--- src/rtl/mem_ctrl_pkg.sv ---
// Shared types and limits for the multi-channel memory controller.
package mem_ctrl_pkg;

    // Controller sequencing states
    typedef enum logic [1:0] {
        ST_IDLE  = 2'd0,
        ST_ISSUE = 2'd1,
        ST_WAIT  = 2'd2,
        ST_RESP  = 2'd3
    } mc_state_t;

    // Supported parameter ranges
    localparam int NCH_MIN    = 1;
    localparam int NCH_MAX    = 8;
    localparam int RD_LAT_MIN = 1;
    localparam int RD_LAT_MAX = 4;

    // Latency counter only ever holds RD_LAT-1, so log2 of the maximum is enough
    localparam int LAT_W = $clog2(RD_LAT_MAX);

    // Width of a channel index; a single channel still needs one bit
    function automatic int idx_width(input int n);
        return (n > 1) ? $clog2(n) : 1;
    endfunction

endpackage

--- src/rtl/mem_ctrl_mc_rr_arbiter.sv ---
// Combinational round-robin arbiter: the search starts at the channel after
// the last winner and wraps around, so every requester is reached within NCH grants.
module rr_arbiter
    import mem_ctrl_pkg::*;
#(
    parameter  int NCH   = 2,
    localparam int IDX_W = idx_width(NCH)
) (
    input  logic [NCH-1:0]   req,
    input  logic [IDX_W-1:0] rr_last,
    output logic [NCH-1:0]   win_onehot,
    output logic [IDX_W-1:0] win_idx,
    output logic             win_valid
);

    logic [IDX_W:0]   sum_w    [NCH];
    logic [IDX_W-1:0] cand_idx [NCH];
    logic [NCH-1:0]   cand_req;

    // Candidate gi is channel (rr_last + gi + 1) mod NCH; the sum never
    // exceeds 2*NCH-1, so one conditional subtraction replaces the modulo
    for (genvar gi = 0; gi < NCH; gi++) begin : g_cand
        assign sum_w[gi]    = {1'b0, rr_last} + (IDX_W+1)'(gi + 1);
        assign cand_idx[gi] = (sum_w[gi] >= (IDX_W+1)'(NCH))
                            ? IDX_W'(sum_w[gi] - (IDX_W+1)'(NCH))
                            : sum_w[gi][IDX_W-1:0];
        assign cand_req[gi] = req[cand_idx[gi]];
    end

    // Scan from the farthest candidate down so the nearest requester wins
    always_comb begin
        win_idx = '0;
        for (int k = NCH - 1; k >= 0; k--) begin
            if (cand_req[k]) begin
                win_idx = cand_idx[k];
            end
        end
    end

    assign win_valid  = |req;
    assign win_onehot = win_valid ? (NCH'(1) << win_idx) : '0;

endmodule

--- src/rtl/mem_ctrl_mc.sv ---
// Multi-channel memory controller: round-robin arbitration of NCH requesters
// onto one single-port synchronous memory, one transaction in flight at a time.
module mem_ctrl_mc
    import mem_ctrl_pkg::*;
#(
    parameter int DATA_W    = 32,
    parameter int ADDR_W    = 10,
    parameter int NCH       = 2,
    parameter int MEM_DEPTH = 1024,
    parameter int RD_LAT    = 1
) (
    input  logic                  mc_clk,
    input  logic                  mc_reset,
    input  logic [NCH-1:0]        mc_req,
    input  logic [NCH-1:0]        mc_we,
    input  logic [NCH*ADDR_W-1:0] mc_addr,
    input  logic [NCH*DATA_W-1:0] mc_wdata,
    output logic [NCH-1:0]        mc_gnt,
    output logic [NCH-1:0]        mc_rvalid,
    output logic [DATA_W-1:0]     mc_rdata,
    output logic [NCH-1:0]        mc_err,
    output logic                  mc_busy,
    output logic                  mem_en,
    output logic                  mem_we,
    output logic [ADDR_W-1:0]     mem_addr,
    output logic [DATA_W-1:0]     mem_data_out,
    input  logic [DATA_W-1:0]     mem_data_in
);

    localparam int IDX_W = idx_width(NCH);

    // Depth limit one bit wider than the address so a full-size memory never flags
    localparam logic [ADDR_W:0] DEPTH_LIM = (MEM_DEPTH >= (2 ** ADDR_W))
                                          ? (ADDR_W+1)'(2 ** ADDR_W)
                                          : (ADDR_W+1)'(MEM_DEPTH);

    if (NCH < NCH_MIN || NCH > NCH_MAX) begin : g_bad_nch
        $error("mem_ctrl_mc: NCH outside supported range");
    end
    if (RD_LAT < RD_LAT_MIN || RD_LAT > RD_LAT_MAX) begin : g_bad_lat
        $error("mem_ctrl_mc: RD_LAT outside supported range");
    end

    mc_state_t         state_reg;
    logic [IDX_W-1:0]  rr_last_reg;
    logic [LAT_W-1:0]  lat_cnt_reg;
    logic              we_reg;
    logic [NCH-1:0]    gnt_reg;
    logic [NCH-1:0]    err_reg;
    logic [NCH-1:0]    rvalid_reg;
    logic [DATA_W-1:0] rdata_reg;
    logic              mem_en_reg;
    logic              mem_we_reg;
    logic [ADDR_W-1:0] mem_addr_reg;
    logic [DATA_W-1:0] mem_wdata_reg;

    logic [NCH-1:0]    win_onehot;
    logic [IDX_W-1:0]  win_idx;
    logic              win_valid;
    logic [ADDR_W-1:0] win_addr;
    logic [DATA_W-1:0] win_wdata;
    logic              win_we;
    logic              win_in_range;

    rr_arbiter #(
        .NCH (NCH)
    ) u_arb (
        .req        (mc_req),
        .rr_last    (rr_last_reg),
        .win_onehot (win_onehot),
        .win_idx    (win_idx),
        .win_valid  (win_valid)
    );

    assign win_addr     = mc_addr[int'(win_idx) * ADDR_W +: ADDR_W];
    assign win_wdata    = mc_wdata[int'(win_idx) * DATA_W +: DATA_W];
    assign win_we       = mc_we[win_idx];
    assign win_in_range = ({1'b0, win_addr} < DEPTH_LIM);

    // Sequencer: all outputs are registered and default to idle each cycle,
    // so grant, error, strobe and rvalid are naturally one-cycle pulses
    always_ff @(posedge mc_clk) begin
        if (!mc_reset) begin
            state_reg     <= ST_IDLE;
            rr_last_reg   <= IDX_W'(NCH - 1);
            lat_cnt_reg   <= '0;
            we_reg        <= 1'b0;
            gnt_reg       <= '0;
            err_reg       <= '0;
            rvalid_reg    <= '0;
            rdata_reg     <= '0;
            mem_en_reg    <= 1'b0;
            mem_we_reg    <= 1'b0;
            mem_addr_reg  <= '0;
            mem_wdata_reg <= '0;
        end else begin
            gnt_reg       <= '0;
            err_reg       <= '0;
            rvalid_reg    <= '0;
            mem_en_reg    <= 1'b0;
            mem_we_reg    <= 1'b0;
            mem_addr_reg  <= '0;
            mem_wdata_reg <= '0;
            case (state_reg)
                ST_IDLE: begin
                    if (win_valid) begin
                        rr_last_reg <= win_idx;
                        we_reg      <= win_we;
                        gnt_reg     <= win_onehot;
                        if (win_in_range) begin
                            mem_en_reg    <= 1'b1;
                            mem_we_reg    <= win_we;
                            mem_addr_reg  <= win_addr;
                            mem_wdata_reg <= win_wdata;
                        end else begin
                            err_reg <= win_onehot;
                        end
                        state_reg <= ST_ISSUE;
                    end
                end
                ST_ISSUE: begin
                    // Writes and rejected accesses complete here; reads wait for data
                    if (|err_reg || we_reg) begin
                        state_reg <= ST_IDLE;
                    end else begin
                        lat_cnt_reg <= LAT_W'(RD_LAT - 1);
                        state_reg   <= ST_WAIT;
                    end
                end
                ST_WAIT: begin
                    if (lat_cnt_reg == '0) begin
                        rdata_reg  <= mem_data_in;
                        rvalid_reg <= NCH'(1) << rr_last_reg;
                        state_reg  <= ST_RESP;
                    end else begin
                        lat_cnt_reg <= lat_cnt_reg - 1'b1;
                    end
                end
                ST_RESP: begin
                    state_reg <= ST_IDLE;
                end
                default: begin
                    state_reg <= ST_IDLE;
                end
            endcase
        end
    end

    assign mc_gnt       = gnt_reg;
    assign mc_err       = err_reg;
    assign mc_rvalid    = rvalid_reg;
    assign mc_rdata     = rdata_reg;
    assign mc_busy      = (state_reg != ST_IDLE);
    assign mem_en       = mem_en_reg;
    assign mem_we       = mem_we_reg;
    assign mem_addr     = mem_addr_reg;
    assign mem_data_out = mem_wdata_reg;

endmodule
--- config.mk ---
export PLATFORM = sky130hd
export DESIGN_NAME = mem_ctrl_mc
export DESIGN_NICKNAME = d
export VERILOG_FILES = /design/src/rtl/mem_ctrl_pkg.sv /design/src/rtl/mem_ctrl_mc_rr_arbiter.sv /design/src/rtl/mem_ctrl_mc.sv
export SDC_FILE = /design/constraint.sdc
export NUM_CORES = 1
export LEC_CHECK = 0
export ABC_AREA = 1
export BUFFER_PORTS_ARGS = -buffer_cell sky130_fd_sc_hd__buf_4
export CAP_MARGIN = 20
export CORE_MARGIN = 2
export CORE_UTILIZATION = 25
export DETAILED_ROUTE_END_ITERATION = 10
export GPL_ROUTABILITY_DRIVEN = 0
export PLACE_DENSITY = 0.64
export SLEW_MARGIN = 10
export SYNTH_ARGS = -nofsm -noshare
export SYNTH_HDL_FRONTEND = slang
export SYNTH_HIERARCHICAL = 1
export SYNTH_SLANG_ARGS = --single-unit
export TNS_END_PERCENT = 100
--- constraint.sdc ---
create_clock -name mc_clk -period 1.54 [get_ports mc_clk]
set_input_delay 0.231 -clock mc_clk [delete_from_list [all_inputs] [get_ports mc_clk]]
set_output_delay 0.231 -clock mc_clk [all_outputs]
set_load 0.02 [all_outputs]
==> metrics.md <==
| Metric | Value |
|---|---|
| Status | `completed` |
| Via-to-Cell Ratio | `4.29` |
| Worst endpoint required time | `1.79 ns` |
| CP arrival | `1.63 ns` |
| Vias in the first global route | `2947` |
| Post-synth ARST share | `0%` |
| Final nets | `703` |
| Fmax | `0.728 GHz` |
| Placed cell area | `4680 sq um` |
| Max Cap Viol | `0` |
| Post-Synthesis Cell Area | `3050 sq um` |
| Ant diodes | `0` |
| Crit end category | `flop` |
| First-pass GRT wire length | `13.5 mm` |
| Worst skew pair latency | `0.33 ns` |
| Endpoints failing hold | `0` |
| Synth top area share | `56.5%` |
| Lkg Pwr | `0.00237 uW` |
| I/O Buffers | `202` |
| Crit path kind | `reg -> reg` |
| Root buf cell | `clkbuf_16` |
| Place WS | `0.115 ns` |
| CTS tree | `done` |
| Final setup violation count | `0` |
| Routed Antenna Nets | `0` |
| Most common cell after layout, fill and taps aside | `buf_4` |
| DRT iter0 DRCs | `110` |
| Slew @ Worst Pin | `0.596 ns` |
| Sum of negative setup slack | `0 ns` |
| Main synth FF type | `dfxtp_1` |
| Core box area | `12000 sq um` |
| Initial antenna violation count | `0` |
| CP max FO | `34` |
| Startpoint types | `flop` |
| Num CTS Buffers | `9` |
| Post-CTS Repair Setup Buffers | `0` |
| Wirelength per Cell | `11.9 um` |
| Tot GR Track Use | `13.2%` |
| Synthesis Warnings | `6` |
| Total gr overflow | `0` |
| Post-Layout Inst Area | `4970 sq um` |
| Starting density of the core | `25.5%` |
| Clk_skew | `0.00895 ns` |
| Die area | `13100 sq um` |
| Layout fillers | `1191` |
| Worst hold path type | `in -> reg` |
| VDD IR max | `0.000440 V` |
| Mean area per synthesized cell | `7.93 sq um` |
| # H-tree levels | `3` |
| Post-synth EDFFs | `0` |
| WL final | `8.68 mm` |
| Synth Instances | `384` |
| Clock tree sinks | `86` |
| Yosys top cell by area | `dfxtp_1` |
| Unrepaired setup endpoints after global routing | `false` |
| Max Slew Vio Count | `0` |
| Share of cells above drive strength 1 | `39.3%` |
| HPWL after detailed placement | `6.40 mm` |
| Core Rows | `40` |
| Fin Hold WS | `0.150 ns` |
| Most frequent cells in the layout | `207 x buf_4, 157 x nand2_1, 86 x dfxtp_1` |
| Pwr Density | `1130 nW/um^2` |
| Die X | `114 um` |
| Slew headroom | `60.2%` |
| #FFs+latches synth | `86` |
| Die Span Y | `114 um` |
| Largest cells by area after synthesis | `dfxtp_1 57%, nand2_1 19%, a21oi_1 13%` |
| Num ports | `205` |
| Area Overhead vs Synth | `63.1%` |
| Final WS setup | `0.166 ns` |
| DRC violations left | `0` |
| Max clock buf depth | `2` |
| Share of the clock period used by the worst path | `89.2%` |
| Post-synthesis cell type count | `21` |
| Clk slew on worst S/H paths | `0.06 ns` |
| Largest net degree at the start of global routing | `37` |
| Post-route minimum period | `1.37 ns` |
| Seq/Total Area, Yosys | `56.5%` |
| TritonRoute pass-1 iters | `4` |
| Vias post-DR | `3139` |
through the flow:
step           std cells  power (uW)  util, %
2_1_floorplan        385        3050        -
3_3_place_gp         716        3580     39.1
3_5_place_dp         716        3600     39.1
4_1_cts              732        5720     41.5
5_1_grt              732        5930     41.5
6_report             732        5610     41.5
logic make-up (layout without fill, tap and decap cells):
family	count (synthesis)	count (layout)	share of synthesized area, %
AOI/OAI and AO/OA	84	84	14.0
adders and majority gates	1	1	0.411
buffers and inverters	39	239	6.98
DFF	86	86	56.5
other	1	2	0.123
and+or+nand+nor	173	173	22.0
cells in the mapped netlist, drive strengths merged, types with 2 or more instances:
master and instances:
inv 13, dfxtp 86, buf 18, clkbuf 7, nand3 5, nor3 2
nor2 7, nand2 157, o21ai 2, a21oi 80
routing by layer:
layer  track usage, %  share of wire (%)  vias up
met5                0                  0        -
met4             6.67                1.7        0
li1                 -                  -     1614
met3             5.19                9.8       10
met1             15.0                 42     1378
met2             21.5                 47      137
repair_timing:
item                                    4_1_cts  5_1_grt
resized for setup                             0        1
hold buffers                                  0        0
endpoints found under the setup margin        0       32
final cells by class:
| type | count | area (sq um) | share of cell area, % |
|---|---|---|---|
| clock buffer | 13 | 270 | 5.44 |
| clock inverter | 3 | 17.5 | 0.353 |
| inverter | 14 | 55.1 | 1.11 |
| multi-input combinational | 260 | 1130 | 22.7 |
| sequential | 86 | 1720 | 34.7 |
| tap | 147 | 184 | 3.70 |
| timing repair buffer | 209 | 1590 | 32.1 |
where the power goes:
group	total [uW]	leakage [uW]	switching [uW]	internal, uW
clock network	2070	0.000142	848	1220
logic	1100	0.00153	585	513
registers	2440	0.000702	63.0	2380
worst paths after layout:
| path | from | to | slack, ns | cells after the start |
|---|---|---|---|---|
| setup / recovery | lat_cnt_reg[0] | mc_rdata[29] | 0.17 | 6 |
| hold / removal | mc_wdata[29] | mem_data_out[29] | 0.15 | 3 |
| setup reg to reg | lat_cnt_reg[0] | mc_rdata[29] | 0.17 | 6 |
| hold reg to reg | mc_rdata[8] | mc_rdata[8] | 0.46 | 2 |
worst max-delay path, stage by stage, from the launching register on:
cell and delay, ns:
dfxtp_1 0.31, inv_1 0.06, ha_1 0.22, nand3_2 0.10
buf_4 0.34, nand2_1 0.08, a21oi_1 0.16
(Power assumes the default switching activity.)
